`src/rtl/charlcd_bus.sv`:
```
// charlcd_bus: HD44780-style parallel character-LCD bus engine.
//
// Commands {wait_busy, rs, data[7:0]} are queued in a FIFO (valid/ready) and
// played out as E/RS/RW/DB write cycles, 8-bit or 4-bit (high nibble first).
// Commands flagged wait_busy are followed by busy-flag polling until DB7 reads 0.
// The tristate pad lives in the top level; this block exposes db_out/db_oe/db_in.
//
// Ports:
//   clk, reset         clock, synchronous active-high reset
//   in_valid/in_ready  command handshake, in_cmd = {wait_busy, rs, data}
//   idle               FIFO empty, FSM idle, power-up complete
//   busy_timeout       sticky busy-poll timeout flag
//   db_out/db_oe/db_in data bus write value, output enable, read value
//   rs_pin/read_pin/enable_pin  RS, R/!W, E strobe
//
// Optional feature: define CHARLCD_BUSY_TIMEOUT_EN to bound busy polling to
// BUSY_TIMEOUT polls per command; otherwise polling is unbounded and
// busy_timeout is tied 0.
//
// state     | meaning
// ----------+-----------------------------------------------
// POWERUP   | power-on delay, outputs at reset values
// IDLE      | waiting for / popping the next command
// W_SETUP   | write: RS/RW/DB set up before E
// W_PULSE   | write: E high
// W_HOLD    | write: E low, pins held
// B_SETUP   | busy poll: read set up before E
// B_PULSE   | busy poll: E high
// B_HOLD    | busy poll: E low, DB7 sampled / decision
module charlcd_bus #(
    parameter int BUS_WIDTH    = 8,
    parameter int SETUP_CYCLES = 1,
    parameter int PULSE_CYCLES = 2,
    parameter int HOLD_CYCLES  = 1,
    parameter int POR_CYCLES   = 1024,
    parameter int FIFO_DEPTH   = 16,
    parameter int BUSY_TIMEOUT = 255
) (
    input  logic       clk,
    input  logic       reset,
    input  logic       in_valid,
    output logic       in_ready,
    input  logic [9:0] in_cmd,
    output logic       idle,
    output logic       busy_timeout,
    output logic [7:0] db_out,
    output logic       db_oe,
    input  logic [7:0] db_in,
    output logic       rs_pin,
    output logic       read_pin,
    output logic       enable_pin
);
    localparam int AW = $clog2(FIFO_DEPTH);
    localparam int CW = $clog2(POR_CYCLES + SETUP_CYCLES + PULSE_CYCLES + HOLD_CYCLES + 1);
    localparam logic [CW-1:0] POR_LD   = CW'(POR_CYCLES - 1);
    localparam logic [CW-1:0] SETUP_LD = CW'(SETUP_CYCLES - 1);
    localparam logic [CW-1:0] PULSE_LD = CW'(PULSE_CYCLES - 1);
    localparam logic [CW-1:0] HOLD_LD  = CW'(HOLD_CYCLES - 1);
    localparam logic [AW:0]   DEPTH_C  = (AW+1)'(FIFO_DEPTH);

    typedef enum logic [2:0] {
        S_POWERUP, S_IDLE, S_W_SETUP, S_W_PULSE, S_W_HOLD, S_B_SETUP, S_B_PULSE, S_B_HOLD
    } state_t;

    // ---------------- command FIFO ----------------
    logic [9:0]    mem_q [FIFO_DEPTH];
    logic [AW-1:0] wr_ptr_q, rd_ptr_q;
    logic [AW:0]   count_q, count_d;
    logic          in_ready_q;
    logic          push, pop;
    state_t        state_q;

    assign push    = in_valid && in_ready_q;
    assign pop     = (state_q == S_IDLE) && (count_q != '0);
    assign count_d = count_q + {{AW{1'b0}}, push} - {{AW{1'b0}}, pop};

    always_ff @(posedge clk) begin
        if (push) mem_q[wr_ptr_q] <= in_cmd;
    end

    always_ff @(posedge clk) begin
        if (reset) begin
            wr_ptr_q   <= '0;
            rd_ptr_q   <= '0;
            count_q    <= '0;
            in_ready_q <= 1'b1;
        end else begin
            if (push) wr_ptr_q <= wr_ptr_q + AW'(1);
            if (pop)  rd_ptr_q <= rd_ptr_q + AW'(1);
            count_q    <= count_d;
            in_ready_q <= (count_d != DEPTH_C);
        end
    end

    // ---------------- bus FSM ----------------
    logic [CW-1:0] cnt_q;
    logic [9:0]    cmd_q;
    logic          nib_q, busy_q;
    logic          en_q, rd_q, rs_q, oe_q, idle_q;
    logic [7:0]    db_q;
    logic [7:0]    wr_db;
    logic          last, second, samp, busy_now;

    assign last   = (cnt_q == '0);
    // second (or only) transfer of the current byte
    assign second = (BUS_WIDTH != 4) || nib_q;
    assign wr_db  = (BUS_WIDTH != 4) ? cmd_q[7:0] :
                    (nib_q ? {cmd_q[3:0], 4'b0} : {cmd_q[7:4], 4'b0});
    // Pins lag the state by one cycle, so the first B_HOLD cycle is the last
    // cycle E is actually high on the pin: that is where DB7 is taken.
    assign samp     = (state_q == S_B_HOLD) && (cnt_q == HOLD_LD) && !nib_q;
    assign busy_now = samp ? db_in[7] : busy_q;

`ifdef CHARLCD_BUSY_TIMEOUT_EN
    localparam int PW = $clog2(BUSY_TIMEOUT + 1);
    localparam logic [PW-1:0] TO_LAST = PW'(BUSY_TIMEOUT - 1);
    logic [PW-1:0] polls_q;
    logic          bto_q;
    assign busy_timeout = bto_q;
`else
    logic [31:0] unused_timeout;
    assign unused_timeout = BUSY_TIMEOUT;
    assign busy_timeout   = 1'b0;
`endif
    logic unused_db;
    assign unused_db = ^db_in[6:0];

    always_ff @(posedge clk) begin
        if (reset) begin
            state_q <= S_POWERUP;
            cnt_q   <= POR_LD;
            cmd_q   <= '0;
            nib_q   <= 1'b0;
            busy_q  <= 1'b0;
            en_q    <= 1'b0;
            rd_q    <= 1'b1;
            rs_q    <= 1'b0;
            oe_q    <= 1'b0;
            db_q    <= '0;
            idle_q  <= 1'b0;
`ifdef CHARLCD_BUSY_TIMEOUT_EN
            polls_q <= '0;
            bto_q   <= 1'b0;
`endif
        end else begin
            // registered pin image of the current state
            en_q <= 1'b0;
            rd_q <= 1'b1;
            rs_q <= 1'b0;
            oe_q <= 1'b0;
            db_q <= '0;
            case (state_q)
                S_W_SETUP, S_W_PULSE, S_W_HOLD: begin
                    rd_q <= 1'b0;
                    oe_q <= 1'b1;
                    rs_q <= cmd_q[8];
                    db_q <= wr_db;
                    en_q <= (state_q == S_W_PULSE);
                end
                S_B_PULSE: en_q <= 1'b1;
                default: ;
            endcase
            idle_q <= (state_q == S_IDLE) && (count_q == '0) && !push;
            if (samp) busy_q <= db_in[7];
            if (!last) cnt_q <= cnt_q - CW'(1);

            case (state_q)
                S_POWERUP: if (last) state_q <= S_IDLE;
                S_IDLE: if (pop) begin
                    cmd_q   <= mem_q[rd_ptr_q];
                    nib_q   <= 1'b0;
                    state_q <= S_W_SETUP;
                    cnt_q   <= SETUP_LD;
`ifdef CHARLCD_BUSY_TIMEOUT_EN
                    polls_q <= '0;
`endif
                end
                S_W_SETUP: if (last) begin state_q <= S_W_PULSE; cnt_q <= PULSE_LD; end
                S_W_PULSE: if (last) begin state_q <= S_W_HOLD;  cnt_q <= HOLD_LD;  end
                S_W_HOLD: if (last) begin
                    cnt_q <= SETUP_LD;
                    if (!second) begin
                        nib_q   <= 1'b1;
                        state_q <= S_W_SETUP;
                    end else if (cmd_q[9]) begin
                        nib_q   <= 1'b0;
                        state_q <= S_B_SETUP;
                    end else begin
                        state_q <= S_IDLE;
                    end
                end
                S_B_SETUP: if (last) begin state_q <= S_B_PULSE; cnt_q <= PULSE_LD; end
                S_B_PULSE: if (last) begin state_q <= S_B_HOLD;  cnt_q <= HOLD_LD;  end
                S_B_HOLD: if (last) begin
                    cnt_q <= SETUP_LD;
                    if (!second) begin
                        nib_q   <= 1'b1;
                        state_q <= S_B_SETUP;
                    end else begin
                        nib_q <= 1'b0;
                        if (!busy_now) begin
                            state_q <= S_IDLE;
`ifdef CHARLCD_BUSY_TIMEOUT_EN
                        end else if (polls_q == TO_LAST) begin
                            bto_q   <= 1'b1;
                            state_q <= S_IDLE;
                        end else begin
                            polls_q <= polls_q + PW'(1);
                            state_q <= S_B_SETUP;
`else
                        end else begin
                            state_q <= S_B_SETUP;
`endif
                        end
                    end
                end
                default: state_q <= S_POWERUP;
            endcase
        end
    end

    assign in_ready   = in_ready_q;
    assign idle       = idle_q;
    assign db_out     = db_q;
    assign db_oe      = oe_q;
    assign rs_pin     = rs_q;
    assign read_pin   = rd_q;
    assign enable_pin = en_q;
endmodule

```
`config.mk`:
```
export PLATFORM = sky130hd
export DESIGN_NAME = charlcd_bus
export DESIGN_NICKNAME = d
export VERILOG_FILES = /design/src/rtl/charlcd_bus.sv
export SDC_FILE = /design/constraint.sdc
export NUM_CORES = 1
export LEC_CHECK = 0
export BUFFER_PORTS_ARGS = -buffer_cell sky130_fd_sc_hd__buf_2
export CORE_UTILIZATION = 47
export DETAILED_ROUTE_END_ITERATION = 10
export GPL_TIMING_DRIVEN = 0
export PLACE_DENSITY = 0.66
export SLEW_MARGIN = 10
export SYNTH_ARGS = -nofsm -noshare
export SYNTH_HDL_FRONTEND = slang
export SYNTH_SLANG_ARGS = --single-unit
```
`constraint.sdc`:
```
create_clock -name clk -period 3 [get_ports clk]
set_clock_uncertainty 0.15 [all_clocks]
set_input_delay 0.3 -clock clk [delete_from_list [all_inputs] [get_ports clk]]
set_output_delay 0.3 -clock clk [all_outputs]
set_load 0.02 [all_outputs]
```
# Word level (Yosys, flattened, before mapping)
# Memory sizes are Yosys's and may differ from the RTL's. A register that Yosys moved wholly into a read port is not among the register bits.
# Cells that the tools add are included.
word_totals:
  register_bits: 43
  mem_bits_rw: 160
  inputBits: 21
  out_inout_bits: 15
  memories: 1
classes:
  add_sub_neg: 5
  eq_ne: 17
  muxes: 27
  bitwise_logic: 1
  reduce_logical: 20
memory_table:
  columns: ["name", "words", "width", "rd", "rd_ports_with_merged_regs", "write_ports", "line", "source"]
  rows:
  - ["mem_q", 16, 10, 1, 1, 1, "66", "logic [9:0] mem_q [FIFO_DEPTH];"]
ops:
  columns: ["op", "count"]
  rows:
  - ["$mux 11", 4]
  - ["$pmux 11 s3", 1]
  - ["$mux 3", 10]
  - ["$pmux 3 s8", 1]
  - ["$ne 2x2->1 const B", 9]
  - ["$eq 3x3->1 const B", 4]
  - ["$logic_not 11->1", 1]
  - ["$sub 11x1->11 const B", 1]
  - ["$mux 1", 9]
  - ["$add 4x1->4 const B", 2]
  - ["$reduce_and 8->1", 1]
  - ["$eq 3x2->1 const B", 2]
  - ["$logic_and 1x1->1", 6]
  - ["$add 5x1->5", 1]
  - ["$logic_not 5->1", 1]
  - ["$ne 5x5->1 const B", 1]
  - ["$reduce_and 5->1", 1]
  - ["$reduce_bool 5->1", 1]
  - ["$sub 5x1->5", 1]
  - ["$reduce_or 2->1", 2]
  - ["$reduce_or 4->1", 1]
  - ["$eq 3x1->1 const B", 1]
  - ["$logic_not 3->1", 1]
  - ["$pmux 1 s3", 1]
  - ["6 further kinds", 7]

# Longest topological paths before layout
# Gate-level depths: netlist of run 1.
depth:
  ltp_word: 7
  ltp_mapped: 15
  ltp_nobuf: 13

# Worst setup path before layout of run 1
# Ideal clock, no wire load.
synth_path:
  kind: "flip-flop to flip-flop"
  from: "register state_q[0]"
  to: "register count_q[4]"
  setup_time_ns: 0.115
  arrival_time_ns: 2.645
  required_time_ns: 2.735
  setup_slack_ns: 0.090
  stages_incl_launch_ff: 15
  path_buffers: 2
  period_less_slack_ns: 2.910
  path_cell_list: "dfxtp_1 -> ha_1 -> clkbuf_1 -> nand2b_1 -> clkbuf_1 -> nor2_1 -> ha_1 -> inv_1 -> ha_1 -> inv_1 -> fa_1 -> nor2b_1 -> o21bai_1 -> and3_1 -> o21a_1"
synth_via:
  elab_chain_len: 3
synth_lines:
  columns: ["element", "line", "source"]
  rows:
  - ["start, declared", "71", "state_t state_q;"]
  - ["start signal, assigned", "130", "state_q <= S_POWERUP;"]
  - ["start signal, assigned", "168", "S_POWERUP: if (last) state_q <= S_IDLE;"]
  - ["start signal, assigned", "172", "state_q <= S_W_SETUP;"]
  - ["$eq 3x1->1", "74", "assign pop = (state_q == S_IDLE) && (count_q != '0);"]
  - ["$logic_and 1x1->1", "74", null]
  - ["net pop", "70", "logic push, pop;"]
  - ["$sub 5x1->5", "75", "assign count_d = count_q + {{AW{1'b0}}, push} - {{AW{1'b0}}, pop};"]
  - ["end signal, assigned", "90", "count_q <= count_d;"]
  - ["end, declared", "68", "logic [AW:0] count_q, count_d;"]
# The timed path passes the listed nets, and every way through them passes these cells.
# A chain may end at the register's enable or synchronous reset.

# Worst setup path in the final report of run 1
layout_path:
  from: "register count_q[3]"
  to: "register in_ready_q (netlist: in_ready)"
layout_via:
  elab_chain_len: 4
  word_cells_on_any_way: 5
  classes_between: "2 x add/sub; 1 x eq/ne; 2 x reduce/logical"
layout_lines:
  columns: ["element", "line", "source"]
  rows:
  - ["$reduce_bool 5->1", "74", null]
  - ["$logic_and 1x1->1", "74", null]
  - ["net pop", "70", null]
  - ["$sub 5x1->5", "75", null]
  - ["$ne 5x5->1", "91", "in_ready_q <= (count_d != DEPTH_C);"]
  - ["end signal, assigned", "91", null]
  - ["end, declared", "69", "logic in_ready_q;"]
# The timed path passes the listed nets, and every way through them passes these cells.

==> results of run 1 <==
timing repair:
item	CTS	global route
gates resized for setup	4	4
endpoints found under the setup margin	3	2
setup buffers	0	2
hold buffers	2	0
endpoints found under the hold margin	5	0
through the flow:
step           hold slack, ns  setup WS [ns]
2_1_floorplan          0.2489        0.09003
3_3_place_gp           0.2761        -0.2569
3_5_place_dp           0.2784        -0.3241
4_1_cts              0.005092        0.01062
5_1_grt               0.02639        0.04044
6_report              0.02284         0.2267
power by group through the flow:
stage          logic, mW  clock network, mW  registers [mW]
6_report            1.48               2.64            3.51
4_1_cts             1.45               2.69            3.51
3_3_place_gp        1.37                  0            3.56
2_1_floorplan       1.03                  0            3.54
5_1_grt             1.62               2.78            3.54
3_5_place_dp        1.42                  0            3.56
registers in the layout (all words and copies together) (netlist names), 3 cells and up:
name / cells
cnt_q: 11
count_q: 5
cmd_q: 10
state_q: 3
rd_ptr_q: 4
db_out: 8
wr_ptr_q: 4
mem_q: 160
worst min-delay path by stage:
stage | startpoint | endpoint | depth (start not counted)
detailed placement | cmd_q[1] | db_out[1] | 2
floorplan | in_cmd[0] | mem_q[0][0] | 0
finish | in_cmd[9] | mem_q[13][9] | 1
global route | in_cmd[7] | mem_q[4][7] | 1
CTS | in_cmd[9] | mem_q[13][9] | 1
global placement | cmd_q[1] | db_out[1] | 2
worst max-delay path: cells and delay by family (launching register included):
family	cells	cell delay [ns]
flip-flops	1	0.32
AO/OA/AOI/OAI	3	0.42
adder cells (fa/ha/maj)	4	1.00
buffers and inverters	3	0.20
AND/OR/NAND/NOR	3	0.55
final cells by class:
| cell class | count | area share |
|---|---|---|
| flip-flops and latches | 212 | 0.5951 |
| multi-input cells | 295 | 0.2591 |
| clock buffers | 28 | 0.06150 |
| well taps | 229 | 0.02916 |
| repair buffers | 33 | 0.01910 |
| plain buffers | 26 | 0.01502 |
| inverters | 28 | 0.01070 |
| clock inverters | 13 | 0.01031 |
cells by family after synthesis:
group | count (synthesis) | synth area share
AO/OA/AOI/OAI | 81 | 0.06631
XOR/XNOR | 11 | 0.01120
adder cells (fa/ha/maj) | 19 | 0.02850
buffers and inverters | 57 | 0.03068
flip-flops | 212 | 0.6794
multiplexers | 74 | 0.1153
other | 1 | 0.0004358
AND/OR/NAND/NOR | 109 | 0.06820
per-layer routing:
metal / part of all wire / global-route usage / routed length (um) / vias to the layer above
met1: 0.44 / 0.2572 / 7645 / 2412
met4: 0.028 / 0.07021 / 490 / 0
met2: 0.48 / 0.3137 / 8374 / 143
met3: 0.057 / 0.03238 / 998 / 33
met5: 0 / 0 / 0 / -
li1: - / - / - / 2271
synth_stat cells (3+ instances only):
| cell type | count |
|---|---|
| nor2_1 | 37 |
| clkbuf_1 | 14 |
| xor2_1 | 3 |
| nand2b_1 | 3 |
| dfxtp_1 | 52 |
| nor3_1 | 8 |
| buf_1 | 4 |
| ha_1 | 18 |
| buf_6 | 4 |
| nand3_1 | 12 |
| a22oi_1 | 20 |
| o221ai_1 | 11 |
| mux2i_1 | 53 |
| inv_1 | 25 |
| nand2_1 | 16 |
| xnor2_1 | 8 |
| o31ai_1 | 4 |
| edfxtp_1 | 160 |
| nor4_1 | 4 |
| mux4_2 | 20 |
| nor2b_1 | 5 |
| a21oi_1 | 10 |
| o21ai_0 | 14 |
| buf_2 | 5 |
| a21o_1 | 7 |
==> summary.md, run 1 <==
| Metric | Value |
|---|---|
| Crit-path max FO | 4 |
| Slew margin rel. | 0.2923 |
| Final Max Slew Viols | 0 |
| Seq/Total Area, Yosys | 0.6794 |
| Count of different cell masters after synthesis | a little over 60 |
| Vias per inst | approximately 5.6 |
| Final ANT Viol Nets | 0 |
| NetSw | 2.097 mW |
| Crit path capture | in_ready |
| Worst setup startpoint | count_q[3] |
| FF/Latch Area | between 0.005 and 0.006 mm^2 |
| Crit-path cells | inv_1 -> ha_1 -> nor4b_4 -> nor2_4 -> ha_1 -> inv_1 -> ha_1 -> inv_1 -> fa_1 -> nor2b_1 -> o21bai_1 -> a21oi_1 -> o2111ai_1 |
| Design area | between 0.009 and 0.01 mm^2 |
| Most frequent cells in the layout | edfxtp_1, mux2i_1, dfxtp_1 |
| Top Ports | 36 |
| Area leader, netlist | edfxtp_1 |
| Die Width | roughly 140 um |
| Post-route insts no fill | roughly 860 |
| Pint | about 5.5 mW |
| Worst slew pin tran | approximately 1.1 ns |
| Drc violations | 0 |
| Antenna violations before repair | 0 |
| Slowest CP cell | fa_1 |
| Die area | 0.01885 mm^2 |
| Leading cell type in the layout, fill and taps excluded | edfxtp_1 |
| Crit path capture type | register |
| Fmax | ~360 MHz |
| Combinational power share | 0.194 |
| Syn avg cell area | between 15 and 20 um^2 |
| Die height | between 100 and 150 um |
| Largest net degree at the start of global routing | 17 |
| First-pass GRT wire length | 26410 um |
| Leak | ~3.2 nW |
| Core Area | 0.01796 mm^2 |
| Nets | 659 |
| Total Wirelength | approximately 18000 um |
| Dominant cells by area after synthesis | edfxtp_1, dfxtp_1, mux2i_1, mux4_2, ha_1 |
| Startpoint Class | register |
| RSZ-0062 raised after global routing | false |
| Switching share of total power | 0.2749 |
| Reg2Reg Capture Point | in_ready |
| Layout area overhead | 14.21% |
| Total global routing overflow | 0 |
| Final Cycle Share | 0.9244 |
| Fill cells | ~1400 |
| Syn Nets | between 600 and 700 |
| Final Core Density | 0.5471 |
| Yosys top cell area share | 0.5584 |
| Synth Flop Type | edfxtp_1 |
| CTS tree | built |
| DP Area | slightly above 0.009 mm^2 |
| Skew-Pair Late Insertion Delay | 0.52 ns |
| Clock Sink Count | around 210 |
| Sequential Power Share | 0.460 |
| Max Root-Sink Buffers | 3 |
| FF-to-FF path depth | 13 |
| Synthesized instance count | between 500 and 600 |
| Power share of the clock group | 0.346 |
| CP peak stage delay | 0.41 ns |
| Status | finished clean |
| Power, Total | 7.630 mW |
| Clock-pin transition on the worst setup and hold timing paths | 0.06 ns |
| HPWL after DPL | between 10000 and 15000 um |
| Cell Pwr Density | approximately 780 mW/mm^2 |
| Seq cells post-synth | approximately 210 |
| Ys async rst share | 0 |
| Final Hold Fails | 0 |
| Worst Hold Class | in2reg |
| Vias | around 4900 |
| Setup TNS | 0 ns |
| Syn. warnings | 0 |
| Drt first pass iters | 5 |
| Register-to-register setup slack | between 0.2 and 0.25 ns |
| CTS H-tree lvls | 1 |
| Initial DRC Count | approximately 320 |
| Port bufs | 26 |
| GPL Wtd Cong | between 0.8 and 0.9 |
| Number of global-route vias before repair | about 4800 |
| Worst EP required | 3.22 ns |
| Critical path type | reg2reg |
| CTS root buffer | clkbuf_16 |
| Std-Cell Rows | around 50 |
| Post-Syn Area | roughly 0.0086 mm^2 |
| Dpl cells | around 820 |
| R2R Path Start | count_q[3] |
| EDFF count, synth | 160 |
| Num CTS Buffers | 23 |
| Fraction of layout cells with a size suffix above 1 | 0.1827 |
| Crit path DAT | 3.00 ns |
| Post-route minimum period | roughly 2.8 ns |
| Max-cap violation count | 0 |
| Post-DR wirelength/cell | roughly 20 um |
| ANT cells | 0 |
| VDD IR max | 434.8 uV |
| Initial Utilization | 0.4790 |
| Area occupied by multi-input gates | approximately 0.0025 mm^2 |
| Final setup fails | 0 |
| Total GRT Usage | 0.1916 |
Note: power is estimated with default switching activity, not from simulation.
==> run 2: changes to the inputs <==
--- a/config.mk
+++ b/config.mk
@@ -5,7 +5,7 @@
 export SDC_FILE = /design/constraint.sdc
 export NUM_CORES = 1
 export LEC_CHECK = 0
-export BUFFER_PORTS_ARGS = -buffer_cell sky130_fd_sc_hd__buf_2
+export BUFFER_PORTS_ARGS = -buffer_cell sky130_fd_sc_hd__buf_4
 export CORE_UTILIZATION = 47
 export DETAILED_ROUTE_END_ITERATION = 10
 export GPL_TIMING_DRIVEN = 0
==> run 2 against run 1 <==
Effect of this change: largest power group unchanged; total power barely moved; maximum frequency fell by 0.63%; worst setup slack got worse by 0.017 ns.
==> summary.md, run 2 (synthesis gave the netlist of run 1 again) <==
| Metric | Value |
|---|---|
| Grt met3 use | 0.02833 (-0.004047) |
| Cell Pwr Density | 765.2 mW/mm^2 (-1.5%) |
| Max-cap violation count | 0 (unchanged) |
| GPL Wtd Cong | 0.8402 (+3.3%) |
| Nets | 668 (+1.4%) |
| Top Registers | mem_q x160, cnt_q x11, cmd_q x10 |
| Final Cycle Share | 0.9302 (+0.005818) |
| Final Hold Fails | 0 (unchanged) |
| Crit path capture type | register |
| Post-DR wirelength/cell | 20.75 um (+2.4%) |
| First-pass GRT wire length | 27500 um (+4.1%) |
| Reg with most FFs | mem_q |
| Die Width | 137.3 um (unchanged) |
| Crit-path max FO | 7 (+3) |
| Initial DRC Count | 402 (+24%) |
| Final setup fails | 0 (unchanged) |
| Total GRT Usage | 0.1984 (+0.006779) |
| DP Area | 0.009129 mm^2 (+0.72%) |
| Antenna violations before repair | 0 (unchanged) |
| Final ANT Viol Nets | 0 (unchanged) |
| Most frequent cells in the layout | edfxtp_1, mux2i_1, dfxtp_1 |
| Leak | 3.256 nW (+1.3%) |
| Met1 usage in global routing | 0.2749 (+0.01773) |
| HPWL after DPL | 11650 um (+2.7%) |
| Clock Sink Count | 212 (unchanged) |
| Drc violations | 0 (unchanged) |
| Status | finished clean |
| Number of flip-flops in the largest register | 160 (unchanged) |
| Worst hold margin | 0.03165 ns (+0.008809 ns) |
| Startpoint Class | register |
| Drt first pass iters | 6 (+1) |
| GRT busiest layer | met2 |
| Worst slew pin tran | 1.062 ns (+0.009457 ns) |
| CTS root buffer | clkbuf_16 |
| VDD IR max | 502.5 uV (+16%) |
| Final Core Density | 0.5546 (+0.007523) |
| Std-Cell Rows | 49 (unchanged) |
| Design area | 0.009962 mm^2 (+1.4%) |
| Met2 usage | 0.3291 (+0.01543) |
| Largest net degree at the start of global routing | 17 (unchanged) |
| Total Wirelength | 18060 um (+3.1%) |
| CTS tree | built |
| Final Max Slew Viols | 0 (unchanged) |
| Vias per inst | 5.670 (+0.82%) |
| CTS H-tree lvls | 1 (unchanged) |
| Layout area overhead | 15.78% |
| Fmax | 358.3 MHz (-0.63%) |
| Slew margin rel. | 0.2892 (-0.003078) |
| Vias | 4933 (+1.5%) |
| Number of global-route vias before repair | 4888 (+1.7%) |
| Port bufs | 26 (unchanged) |
| Core Area | 0.01796 mm^2 (unchanged) |
| Skew-Pair Late Insertion Delay | 0.49 ns (-0.03 ns) |
| Critical path type | reg2reg |
| Leading cell type in the layout, fill and taps excluded | edfxtp_1 |
| RSZ-0062 raised after global routing | false |
| ANT cells | 0 (unchanged) |
| Worst EP required | 3.21 ns (about the same) |
| Total global routing overflow | 0 (unchanged) |
| Num CTS Buffers | 22 (-4.3%) |
| Max Root-Sink Buffers | 3 (unchanged) |
| Initial Utilization | 0.4790 (unchanged) |
| Die height | 137.3 um (unchanged) |
| Fraction of layout cells with a size suffix above 1 | 0.1794 (-0.003270) |
| Worst Hold Class | in2reg |
| Post-route minimum period | 2.791 ns (+0.01746 ns) |
| Clock-pin transition on the worst setup and hold timing paths | 0.06 ns (about the same) |
| Crit path DAT | 3.00 ns (about the same) |
| Die area | 0.01885 mm^2 (unchanged) |
| Top Ports | 36 (unchanged) |
-- run 2: cell count changes in the layout (fill, tap and decap cells not counted) --
cell,previous run,this run
clkinv_1,7,3
dlygate4sd3_1,2,11
clkbuf_8,2,3
buf_2,31,5
buf_4,6,33
clkinv_2,4,3
clkinv_4,1,0
clkbuf_1,15,17
inv_16,1,0
-- run 2: stage by stage --
step | std cells | setup slack [ns] | setup TNS [ns] | total power [mW]
after floorplan | 564 | 0.09003 | 0 | 4.574
after global placement | 819 | -0.3180 | -0.7270 | 4.939
after detailed placement | 822 | -0.4270 | -0.9847 | 5.005
after CTS | 869 | 0.1149 | 0 | 7.652
after global routing | 870 | 0.03004 | 0 | 7.957
final | 870 | 0.2093 | 0 | 7.623
-- run 2: repair_timing --
action                                  in CTS  in global routing
hold endpoints to repair                   108                  0
buffers inserted                             1                  2
hold buffers                                11                  0
gates resized for setup                      7                  1
endpoints found under the setup margin       5                  2
-- run 2: worst max-delay path, stage by stage (launching register included) --
cell       delay (ns)
dfxtp_2          0.35
inv_1            0.12
ha_4             0.18
nand2b_2         0.14
nor2_4           0.19
ha_1             0.25
inv_1            0.06
ha_1             0.16
inv_1            0.06
fa_1             0.40
nor2b_1          0.14
o21bai_1         0.09
a21oi_1          0.21
o2111ai_1        0.15
-- run 2: path summary, 6_finish.rpt --
kind,from,end,slack (ns),cells after the start
max,state_q[1],in_ready,0.21,13
min,in_cmd[0],mem_q[14][0],0.03,1
max reg2reg,state_q[1],in_ready,0.21,13
min reg2reg,cmd_q[1],db_out[1],0.28,2
-- run 2: routing by layer --
layer,wire length [um],share of wire,up-vias
met5,0,0,-
met4,310,0.017,0
met3,882,0.049,27
met2,8824,0.49,136
met1,8038,0.45,2480
li1,-,-,2290
-- run 2: final cells by class --
class	instances	area, um^2
Clock buffer	31	625.6
Fill cell	1430	8001
Clock inverter	6	52.55
Sequential cell	212	5848
Buffer	26	147.6
Inverter	28	105.1
Timing Repair Buffer	43	350.3
Multi-Input combinational cell	295	2546
Tap cell	229	286.5
-- run 2: power breakdown --
group          leakage, nW  internal (mW)  switching (mW)
Clock                0.334           1.53            1.05
Combinational         1.05          0.656           0.872
Sequential            1.87           3.38           0.141
Total                 3.26           5.56            2.06
==> run 3: changes to the inputs <==
==> constraint.sdc (replaced) <==
create_clock -name clk -period 3 [get_ports clk]
set_clock_uncertainty 0.15 [all_clocks]
set_input_delay 0.6 -clock clk [delete_from_list [all_inputs] [get_ports clk]]
set_output_delay 0.6 -clock clk [all_outputs]
set_load 0.02 [all_outputs]
==> run 3 against run 2 <==
Effect of this change: worst hold slack gained 0.15 ns; final cell count decreased by 1.3%; maximum frequency increased by 0.11%; first-iteration DRC count fell by 10%; worst setup slack improved by 0.0031 ns; non-clock buffer count is 11 lower; via count down 0.91%; final area shrank 1.1%; clock power is essentially flat; largest cell class unchanged; largest power group unchanged.
==> summary.md, run 3 (synthesis gave the netlist of run 1 again) <==
| Metric | Value |
|---|---|
| Worst path bufs/invs | 3 (unchanged) |
| Std-Cell Rows | 49 (unchanged) |
| Slew margin rel. | 0.2814 (-0.007790) |
| Max Root-Sink Buffers | 3 (unchanged) |
| Max-cap violation count | 0 (unchanged) |
| Total global routing overflow | 0 (unchanged) |
| Top Registers | mem_q x160, cnt_q x11, cmd_q x10 |
| Slowest CP cell | fa_1 |
| Leading cell type in the layout, fill and taps excluded | edfxtp_1 |
| Crit-path max FO | 7 (unchanged) |
| Number of global-route vias before repair | 4858 (-0.61%) |
| Antenna violations before repair | 0 (unchanged) |
| Final setup fails | 0 (unchanged) |
| Port bufs | 26 (unchanged) |
| Nets | 657 (-1.6%) |
| Die area | 0.01885 mm^2 (unchanged) |
| Final Core Density | 0.5484 (-0.006130) |
| Most frequent cells in the layout | edfxtp_1, mux2i_1, dfxtp_1 |
| CTS H-tree lvls | 1 (unchanged) |
| Startpoint Class | register |
| GPL Wtd Cong | 0.8402 (unchanged) |
| Crit-path cells | inv_1 -> ha_4 -> nand2b_2 -> nor2_4 -> ha_1 -> inv_1 -> ha_1 -> inv_1 -> fa_1 -> nor2b_1 -> o21bai_1 -> a21oi_1 -> o2111ai_1 |
| Total Wirelength | 17990 um (-0.35%) |
| Fraction of layout cells with a size suffix above 1 | 0.1825 (+0.003133) |
| Post-route minimum period | 2.788 ns (-0.003122 ns) |
| CTS tree | built |
| DP Area | 0.009129 mm^2 (unchanged) |
| Core Area | 0.01796 mm^2 (unchanged) |
| RSZ-0062 raised after global routing | false |
| Status | finished clean |
| Critical path type | reg2reg |
| Fill cells | 1444 (+0.98%) |
| Cell Pwr Density | 772.8 mW/mm^2 (+1.0%) |
| Design area | 0.009852 mm^2 (-1.1%) |
| Die Width | 137.3 um (unchanged) |
| Final Cycle Share | 0.9292 (-0.001041) |
| Crit path capture type | register |
| Initial Utilization | 0.4790 (unchanged) |
| Post-DR wirelength/cell | 20.95 um (+0.93%) |
| Top Ports | 36 (unchanged) |
| Hold buffer count at CTS | 0 (-11) |
| Die height | 137.3 um (unchanged) |
| Worst EP required | 3.21 ns (about the same) |
| Number of flip-flops in the largest register | 160 (unchanged) |
| CP peak stage delay | 0.40 ns (about the same) |
| Drc violations | 0 (unchanged) |
| Final Hold Fails | 0 (unchanged) |
| Vias | 4888 (-0.91%) |
| Crit path DAT | 3.00 ns (about the same) |
| Clock Sink Count | 212 (unchanged) |
| Total GRT Usage | 0.1977 (-0.0006489) |
| Leak | 3.210 nW (-1.4%) |
| Final ANT Viol Nets | 0 (unchanged) |
| Layout area overhead | 14.50% |
| First-pass GRT wire length | 27400 um (-0.35%) |
| Reg with most FFs | mem_q |
| Vias per inst | 5.690 (+0.36%) |
| Clock-pin transition on the worst setup and hold timing paths | 0.06 ns (about the same) |
| Worst Hold Class | in2reg |
| Crit-path leading delay family | adder cells |
| HPWL after DPL | 11650 um (unchanged) |
| Drt first pass iters | 5 (-1) |
| Initial DRC Count | 361 (-10%) |
| Skew-Pair Late Insertion Delay | 0.50 ns (about the same) |
| Final Max Slew Viols | 0 (unchanged) |
| Largest net degree at the start of global routing | 17 (unchanged) |
| Worst slew pin tran | 1.074 ns (+0.01164 ns) |
| CTS root buffer | clkbuf_16 |
| VDD IR max | 502.9 uV (about the same) |
| ANT cells | 0 (unchanged) |
| Worst path most repeated cell | inv_1 |
| Fmax | 358.7 MHz (+0.11%) |
| Num CTS Buffers | 22 (unchanged) |
==> run 3: cell count changes in the layout (fill, tap and decap cells not counted), sizes merged <==
cell,change
dlygate4sd3,-11
==> run 3: routing by layer <==
metal,part of all wire,track usage
met1,0.44,0.2736
met2,0.49,0.3283
met3,0.052,0.02833
met4,0.018,0.05067
met5,0,0
==> run 3: path summary, 6_finish.rpt <==
kind | to | cells after the start | slack, ns | startpoint
max reg2reg | in_ready | 13 | 0.21 | state_q[1]
min | count_q[0] | 2 | 0.19 | reset
min reg2reg | db_out[1] | 2 | 0.29 | cmd_q[1]
max | in_ready | 13 | 0.21 | state_q[1]
==> run 3: area by class of cell <==
class,instances,area [um^2],area share
Buffer,26,147.6,0.01499
Clock buffer,31,625.6,0.06350
Clock inverter,6,52.55,0.005334
Inverter,28,105.1,0.01067
Multi-Input combinational cell,295,2546,0.2584
Sequential cell,212,5848,0.5936
Tap cell,229,286.5,0.02908
Timing Repair Buffer,32,240.2,0.02438
==> run 3: power breakdown <==
group          switching [mW]  total (mW)  internal, mW  leakage, nW
registers               0.141        3.52          3.38         1.87
clock network            1.05        2.58          1.53        0.334
logic                   0.869        1.52         0.646         1.01
==> run 3: per-stage QoR <==
| stage | hold WS [ns] | setup WS, ns | cells | TNS (ns) | power, mW |
|---|---|---|---|---|---|
| after floorplan | 0.2661 | 0.09003 | 564 | 0 | 4.574 |
| final | 0.1851 | 0.2124 | 859 | 0 | 7.614 |
| after global routing | 0.1793 | 0.03004 | 859 | 0 | 7.945 |
| after global placement | 0.2785 | -0.3180 | 819 | -8.849 | 4.939 |
| after CTS | 0.1664 | 0.1149 | 858 | 0 | 7.641 |
| after detailed placement | 0.2853 | -0.4270 | 822 | -0.9847 | 5.005 |
==> run 3: timing repair <==
| item | 4_1_cts | 5_1_grt |
|---|---|---|
| buffers inserted | 1 | 2 |
| endpoints found under the setup margin | 5 | 2 |
| resized for setup | 7 | 1 |
